<file path="src/rtl/alu_sequencer_if.sv">
// -----------------------------------------------------------------------------
// alu_sequencer_if
//   Groups the request, response and external-ALU signals of alu_sequencer.
//
//   Request  : req_valid, req_ready, req_op, req_cond, req_setf, req_a, req_b
//   ALU      : alu_a, alu_b, alu_sel (to ALU); alu_result, alu_z/n/v (from ALU)
//   Response : rsp_valid, rsp_ready, rsp_result, rsp_skipped
//   Status   : flags {Z,N,V}
//
//   Modports:
//     slave  - the sequencer itself
//     master - the environment: request source, response sink and the ALU
// -----------------------------------------------------------------------------
interface alu_sequencer_if #(
  parameter int N = 32
);
  logic         req_valid;
  logic         req_ready;
  logic [3:0]   req_op;
  logic [2:0]   req_cond;
  logic         req_setf;
  logic [N-1:0] req_a;
  logic [N-1:0] req_b;

  logic [N-1:0] alu_a;
  logic [N-1:0] alu_b;
  logic [3:0]   alu_sel;
  logic [N-1:0] alu_result;
  logic         alu_z;
  logic         alu_n;
  logic         alu_v;

  logic         rsp_valid;
  logic         rsp_ready;
  logic [N-1:0] rsp_result;
  logic         rsp_skipped;

  logic [2:0]   flags;

  modport slave (
    input  req_valid, req_op, req_cond, req_setf, req_a, req_b,
    output req_ready,
    output alu_a, alu_b, alu_sel,
    input  alu_result, alu_z, alu_n, alu_v,
    output rsp_valid, rsp_result, rsp_skipped,
    input  rsp_ready,
    output flags
  );

  modport master (
    output req_valid, req_op, req_cond, req_setf, req_a, req_b,
    input  req_ready,
    input  alu_a, alu_b, alu_sel,
    output alu_result, alu_z, alu_n, alu_v,
    input  rsp_valid, rsp_result, rsp_skipped,
    output rsp_ready,
    input  flags
  );
endinterface

</file>
<file path="src/rtl/alu_sequencer.sv">
// -----------------------------------------------------------------------------
// alu_sequencer
//   Accepts one ALU request at a time, evaluates its condition code against
//   the status register, runs it on an external combinational ALU (one EXEC
//   cycle) or as an N-cycle shift-add multiply that reuses the ALU adder, and
//   holds the result in RESP until the consumer takes it.
//
//   Ports:
//     clk  - clock, all state updates on the rising edge
//     rst  - synchronous active-high reset
//     bus  - alu_sequencer_if.slave (request / ALU / response / flags)
//
//   Parameter N: operand and result width.
// -----------------------------------------------------------------------------
module alu_sequencer #(
  parameter int N = 32
) (
  input logic            clk,
  input logic            rst,
  alu_sequencer_if.slave bus
);

  localparam int CW = (N > 1) ? $clog2(N) : 1;

  localparam logic [3:0] OP_ADD = 4'd1;
  localparam logic [3:0] OP_MAX_ALU = 4'd6;
  localparam logic [3:0] OP_MUL = 4'd8;

  typedef enum logic [1:0] {
    IDLE = 2'd0,
    EXEC = 2'd1,
    MUL  = 2'd2,
    RESP = 2'd3
  } state_t;

  state_t         state_q, state_d;

  // During MUL, a_q is the multiplicand (shifted left) and b_q the
  // multiplier (shifted right); during EXEC they are the plain operands.
  logic [N-1:0]   a_q, a_d;
  logic [N-1:0]   b_q, b_d;
  logic [N-1:0]   acc_q, acc_d;
  logic [N-1:0]   result_q, result_d;
  logic [3:0]     op_q, op_d;
  logic           setf_q, setf_d;
  logic           skipped_q, skipped_d;
  logic [2:0]     flags_q, flags_d;
  logic [CW-1:0]  cnt_q, cnt_d;

  logic           accept;
  logic           cond_true;
  logic           op_alu;
  logic           op_mul;
  logic           mul_last;

  assign accept   = bus.req_valid && (state_q == IDLE);
  assign op_alu   = (bus.req_op <= OP_MAX_ALU);
  assign op_mul   = (bus.req_op == OP_MUL);
  assign mul_last = (cnt_q == CW'(N - 1));

  // Condition evaluated against the flags as they stand at acceptance.
  always_comb begin
    cond_true = 1'b0;
    case (bus.req_cond)
      3'd0:    cond_true = 1'b1;         // AL
      3'd1:    cond_true = flags_q[2];   // EQ
      3'd2:    cond_true = !flags_q[2];  // NE
      3'd3:    cond_true = flags_q[1];   // MI
      3'd4:    cond_true = !flags_q[1];  // PL
      3'd5:    cond_true = flags_q[0];   // VS
      3'd6:    cond_true = !flags_q[0];  // VC
      default: cond_true = 1'b0;         // NV
    endcase
  end

  // ---------------------------------------------------------------------------
  // FSM: state register
  // ---------------------------------------------------------------------------
  always_ff @(posedge clk) begin
    if (rst) begin
      state_q <= IDLE;
    end else begin
      state_q <= state_d;
    end
  end

  // ---------------------------------------------------------------------------
  // FSM: next state
  // ---------------------------------------------------------------------------
  always_comb begin
    state_d = state_q;
    case (state_q)
      IDLE: begin
        if (accept) begin
          if (!cond_true) begin
            state_d = RESP;
          end else if (op_alu) begin
            state_d = EXEC;
          end else if (op_mul) begin
            state_d = MUL;
          end else begin
            state_d = RESP;     // reserved opcode
          end
        end
      end
      EXEC:    state_d = RESP;
      MUL:     if (mul_last) state_d = RESP;
      RESP:    if (bus.rsp_ready) state_d = IDLE;
      default: state_d = IDLE;
    endcase
  end

  // ---------------------------------------------------------------------------
  // FSM: outputs
  // ---------------------------------------------------------------------------
  always_comb begin
    bus.req_ready   = (state_q == IDLE);
    bus.rsp_valid   = (state_q == RESP);
    bus.rsp_result  = result_q;
    bus.rsp_skipped = skipped_q;
    bus.flags       = flags_q;
    bus.alu_a       = '0;
    bus.alu_b       = '0;
    bus.alu_sel     = '0;
    case (state_q)
      EXEC: begin
        bus.alu_a   = a_q;
        bus.alu_b   = b_q;
        bus.alu_sel = op_q;
      end
      MUL: begin
        // The ALU adder forms accumulator + multiplicand each iteration.
        bus.alu_a   = acc_q;
        bus.alu_b   = a_q;
        bus.alu_sel = OP_ADD;
      end
      default: ;
    endcase
  end

  // ---------------------------------------------------------------------------
  // Datapath next-state
  // ---------------------------------------------------------------------------
  always_comb begin
    a_d       = a_q;
    b_d       = b_q;
    acc_d     = acc_q;
    result_d  = result_q;
    op_d      = op_q;
    setf_d    = setf_q;
    skipped_d = skipped_q;
    flags_d   = flags_q;
    cnt_d     = cnt_q;
    case (state_q)
      IDLE: begin
        if (accept) begin
          a_d       = bus.req_a;
          b_d       = bus.req_b;
          op_d      = bus.req_op;
          setf_d    = bus.req_setf;
          acc_d     = '0;
          cnt_d     = '0;
          skipped_d = !cond_true;
          // Skipped ops report 0, reserved ops report all ones; executed
          // ops overwrite this when they complete.
          if (cond_true && !op_alu && !op_mul) begin
            result_d = '1;
          end else begin
            result_d = '0;
          end
        end
      end
      EXEC: begin
        result_d = bus.alu_result;
        if (setf_q) begin
          flags_d = {bus.alu_z, bus.alu_n, bus.alu_v};
        end
      end
      MUL: begin
        if (b_q[0]) begin
          acc_d = bus.alu_result;
        end
        a_d   = a_q << 1;
        b_d   = b_q >> 1;
        cnt_d = cnt_q + CW'(1);
        if (mul_last) begin
          result_d = acc_d;
          if (setf_q) begin
            flags_d = {(acc_d == '0), acc_d[N-1], 1'b0};
          end
        end
      end
      default: ;
    endcase
  end

  // ---------------------------------------------------------------------------
  // Datapath registers; reset abandons any operation in flight.
  // ---------------------------------------------------------------------------
  always_ff @(posedge clk) begin
    if (rst) begin
      a_q       <= '0;
      b_q       <= '0;
      acc_q     <= '0;
      result_q  <= '0;
      op_q      <= '0;
      setf_q    <= 1'b0;
      skipped_q <= 1'b0;
      flags_q   <= '0;
      cnt_q     <= '0;
    end else begin
      a_q       <= a_d;
      b_q       <= b_d;
      acc_q     <= acc_d;
      result_q  <= result_d;
      op_q      <= op_d;
      setf_q    <= setf_d;
      skipped_q <= skipped_d;
      flags_q   <= flags_d;
      cnt_q     <= cnt_d;
    end
  end

endmodule
</file>
<file path="src/flat_wrapper.sv">
// flat-port wrapper written by rule: the top's interface ports become plain ports
module alu_sequencer_flat 
#(
  parameter int N = 32
)
  (clk, rst, bus_req_valid, bus_req_op, bus_req_cond, bus_req_setf, bus_req_a, bus_req_b, bus_req_ready, bus_alu_a, bus_alu_b, bus_alu_sel, bus_alu_result, bus_alu_z, bus_alu_n, bus_alu_v, bus_rsp_valid, bus_rsp_result, bus_rsp_skipped, bus_rsp_ready, bus_flags);
  alu_sequencer_if #(.N(N)) bus_i ();
  input logic clk;
  input logic rst;
  input wire logic [$bits(bus_i.req_valid)-1:0] bus_req_valid;
  input wire logic [$bits(bus_i.req_op)-1:0] bus_req_op;
  input wire logic [$bits(bus_i.req_cond)-1:0] bus_req_cond;
  input wire logic [$bits(bus_i.req_setf)-1:0] bus_req_setf;
  input wire logic [$bits(bus_i.req_a)-1:0] bus_req_a;
  input wire logic [$bits(bus_i.req_b)-1:0] bus_req_b;
  output wire logic [$bits(bus_i.req_ready)-1:0] bus_req_ready;
  output wire logic [$bits(bus_i.alu_a)-1:0] bus_alu_a;
  output wire logic [$bits(bus_i.alu_b)-1:0] bus_alu_b;
  output wire logic [$bits(bus_i.alu_sel)-1:0] bus_alu_sel;
  input wire logic [$bits(bus_i.alu_result)-1:0] bus_alu_result;
  input wire logic [$bits(bus_i.alu_z)-1:0] bus_alu_z;
  input wire logic [$bits(bus_i.alu_n)-1:0] bus_alu_n;
  input wire logic [$bits(bus_i.alu_v)-1:0] bus_alu_v;
  output wire logic [$bits(bus_i.rsp_valid)-1:0] bus_rsp_valid;
  output wire logic [$bits(bus_i.rsp_result)-1:0] bus_rsp_result;
  output wire logic [$bits(bus_i.rsp_skipped)-1:0] bus_rsp_skipped;
  input wire logic [$bits(bus_i.rsp_ready)-1:0] bus_rsp_ready;
  output wire logic [$bits(bus_i.flags)-1:0] bus_flags;
  assign bus_i.req_valid = bus_req_valid;
  assign bus_i.req_op = bus_req_op;
  assign bus_i.req_cond = bus_req_cond;
  assign bus_i.req_setf = bus_req_setf;
  assign bus_i.req_a = bus_req_a;
  assign bus_i.req_b = bus_req_b;
  assign bus_req_ready = bus_i.req_ready;
  assign bus_alu_a = bus_i.alu_a;
  assign bus_alu_b = bus_i.alu_b;
  assign bus_alu_sel = bus_i.alu_sel;
  assign bus_i.alu_result = bus_alu_result;
  assign bus_i.alu_z = bus_alu_z;
  assign bus_i.alu_n = bus_alu_n;
  assign bus_i.alu_v = bus_alu_v;
  assign bus_rsp_valid = bus_i.rsp_valid;
  assign bus_rsp_result = bus_i.rsp_result;
  assign bus_rsp_skipped = bus_i.rsp_skipped;
  assign bus_i.rsp_ready = bus_rsp_ready;
  assign bus_flags = bus_i.flags;
  alu_sequencer #(.N(N)) u_core (.clk(clk), .rst(rst), .bus(bus_i));
endmodule
</file>
<file path="config.mk">
export PLATFORM = sky130hd
export DESIGN_NAME = alu_sequencer_flat
export DESIGN_NICKNAME = d
export VERILOG_FILES = /design/src/rtl/alu_sequencer_if.sv /design/src/rtl/alu_sequencer.sv /design/src/flat_wrapper.sv
export SDC_FILE = /design/constraint.sdc
export NUM_CORES = 1
export LEC_CHECK = 0
export BUFFER_PORTS_ARGS = -buffer_cell sky130_fd_sc_hd__buf_2
export CORE_UTILIZATION = 50
export CTS_BUF_LIST = sky130_fd_sc_hd__clkbuf_8
export DETAILED_ROUTE_END_ITERATION = 8
export PLACE_DENSITY = 0.78
export SLEW_MARGIN = 20
export SYNTH_ARGS = -nofsm -noshare
export SYNTH_HDL_FRONTEND = slang
export SYNTH_SLANG_ARGS = --single-unit
</file>
<file path="constraint.sdc">
create_clock -name clk -period 2.6 [get_ports clk]
set_input_delay 0.39 -clock clk [delete_from_list [all_inputs] [get_ports clk]]
set_output_delay 0.39 -clock clk [all_outputs]
set_load 0.02 [all_outputs]
</file>
==> results.toml <==
[critical_path]
cp_slowest_cell = "ha_2"
start_kind = "flop"
crit_chain = "inv_1 -> ha_2 -> buf_6 -> nor2b_1 -> buf_2"
cp-startpoint = "u_core.state_q[0]$_SDFFE_PP0P_"
path_max_fanout = 29
rr_startpoint = "u_core.state_q[0]$_SDFFE_PP0P_"
arrival_ns = 2.04
max_stage_delay_ns = 0.41
cp-end-kind = "output port"
crit_type = "reg2out"
critPathRequiredTime_ns = 2.21

[drt]
route.detailed.wl_per_inst_um = 18.3
ant_nets = 0
vias = 7595
drt_iter0_drc = 797
wl_mm = 22.8
drt-pass1-iter-count = 6
via_per_inst = 6.08
drc = 0

[clock_network]
cts_resized = 0
cts_made_buffers = 17
cts-root-buf = "clkbuf_8"
postCtsSetupRepairBufs = 0
cts_tree = "done"
hold_buffers = 0
cts_sinks = 144
clockBufferDepth = 2
clock_latency_ns = 0.44
htreeDepth = 4
clk_pin_slew_ns = 0.08

[global_route]
track_usage_pct = 29.5
grt_pass1_wl_mm = 34.9
grt_max_degree = 86
grt_pass1_vias = 6826
antenna_found_initial = 0
overflow = 0

[synth]
synth-main-ff-cell = "dfxtp_1"
synth_top_area_share_pct = 38.9
syn_avg_cell_area_um2 = 8.43
yosysTopAreaCell = "dfxtp_1"
synth_nets = 997
synth-edff-count = 0
synthArstFlopShare_pct = 0
synth_area_leaders = "dfxtp_1 39%, a22oi_1 11%, nor2_1 7.4%"
synth_area_um2 = 7410
ys_seq_area_share_pct = 38.9
synth_cells = 879
synth.distinct_cells = 47
ys_seq_elements = 144
yosysWarnings = 0

[placed_design]
place_congestion = 0.858
portBuffers = 216
placed_cell_area_um2 = 8660
post-dp-hpwl_mm = 15.9

[floorplanning]
core_um2 = 14500
num_rows = 44
die_y_um = 124
start_util_pct = 51.2
io_pins = 217
die_x_um = 124
die_area_um2 = 15300

[timing]
clock_skew_ns = 0.00884
finalCritPeriodShare_pct = 93.5
relSlewSlack_pct = 45.8
period_needed_ns = 2.43
setup_viol = 0
worst-slew-pin-transition_ns = 0.811
max_freq_mhz = 412
rsz0062_at_grt = "no"
slew_violations = 0
hold_viol = 0
tns_ns = 0

[cells_and_area]
antenna_cells = 0
final_cell_mix = "215 x buf_2, 144 x nor2_1, 144 x dfxtp_1"
final_nets = 1170
utilization_pct = 62.6
final_common_cell = "buf_2"
drive_gt1_share_pct = 29.1
syn_to_final_growth_pct = 22.3
design_area_um2 = 9070

[power_and_ir_drop]
vdd_drop_max_mv = 0.527
powerDensity_nw_per_um2 = 1220
clock_power_share_pct = 14.8
power.total_mw = 11.1
pwr-share-seq_pct = 31.7
power.internal_mw = 6.04
switching_share_pct = 45.5
power_frac_comb_pct = 53.5
p_leak_nw = 3.70
p_switching_mw = 5.05

[min_path]
hold_path_startpoint = "bus_req_setf"
hold_class = "in2reg"

[job]
maxCapViolations = 0

[outcome]
status = "completed"
[area by class of cell]
type / instances / area [um^2]
Tap cell: 184 / 230
Fill cell: 1291 / 5410
Multi-Input combinational cell: 643 / 4180
Timing Repair Buffer: 239 / 1390
Inverter: 7 / 26.3
Clock inverter: 11 / 75.1
Clock buffer: 21 / 289
Sequential cell: 144 / 2880
[flip-flops by register name, summed over array words and instances, names as in the netlist]
name	count
u_core.a_q	32
u_core.acc_q	32
u_core.b_q	32
u_core.bus.rsp_result	32
u_core.cnt_q	5
u_core.op_q	4
u_core.bus.flags	3
u_core.state_q	2
u_core.bus.rsp_skipped	1
u_core.setf_q	1
[power by group through the flow]
stage / registers, mW / clock network (mW) / logic (mW)
floorplan: 3.64 / 0 / 4.07
global placement: 3.54 / 0 / 5.68
finish: 3.52 / 1.64 / 5.93
detailed placement: 3.55 / 0 / 5.79
CTS: 3.50 / 1.66 / 5.81
global route: 3.60 / 1.78 / 6.47
[metal layers]
layer | global-route usage, % | wire length (um) | vias to the layer above | share of wire, %
li1 | - | - | 3570 | -
met1 | 38.7 | 9420 | 3578 | 41
met2 | 47.7 | 10900 | 408 | 48
met3 | 6.82 | 2010 | 39 | 8.8
met4 | 10.0 | 481 | 0 | 2.1
met5 | 0 | 0 | - | 0
[path summary, 6_finish.rpt]
| check | end | slack [ns] | cells past startpoint |
|---|---|---|---|
| max | bus_alu_a[16] | 0.17 | 5 |
| min | u_core.setf_q$_SDFFE_PP0P_ | 0.18 | 3 |
| max reg2reg | u_core.acc_q[5]$_SDFFE_PP0P_ | 0.24 | 8 |
| min reg2reg | u_core.op_q[1]$_SDFFE_PP0P_ | 0.46 | 2 |
[cells in the mapped netlist (9+ instances only)]
| cell type | number |
|---|---|
| nor2b_1 | 65 |
| mux2i_1 | 34 |
| nor2_1 | 146 |
| dfxtp_1 | 144 |
| a21oi_1 | 17 |
| clkbuf_1 | 48 |
| a22o_1 | 31 |
| nor3_1 | 39 |
| buf_2 | 19 |
| nand2_1 | 52 |
| buf_1 | 14 |
| a211oi_1 | 34 |
| nor4_1 | 9 |
| a22oi_1 | 104 |
| a211oi_2 | 30 |
| o22ai_1 | 30 |
[metrics by stage]
step           hold WS [ns]  cells  worst slack [ns]
6_report              0.184   1249             0.170
3_3_place_gp          0.439   1216             0.420
4_1_cts               0.166   1248            0.0248
5_1_grt               0.188   1249            0.0316
3_5_place_dp          0.449   1216             0.331
2_1_floorplan         0.432    879             0.580
[critical path, delay by kind of cell (launching register included)]
kind                     cells  cell delay, ns
buffers and inverters        3            0.56
AND/OR/NAND/NOR              1            0.22
adder cells (fa/ha/maj)      1            0.41
flip-flops                   1            0.40
[cells by family (layout without fill, tap and decap cells)]
group | Yosys count | in the layout | share of synthesized area (%)
fa+ha+maj | 7 | 7 | 1.18
mux | 35 | 35 | 4.74
flops | 144 | 144 | 38.9
xor+xnor | 2 | 2 | 0.236
simple gates | 330 | 330 | 20.6
buf+inv | 92 | 278 | 5.33
compound gates | 269 | 269 | 29.0
No activity file was read; power rests on OpenSTA's default activity.
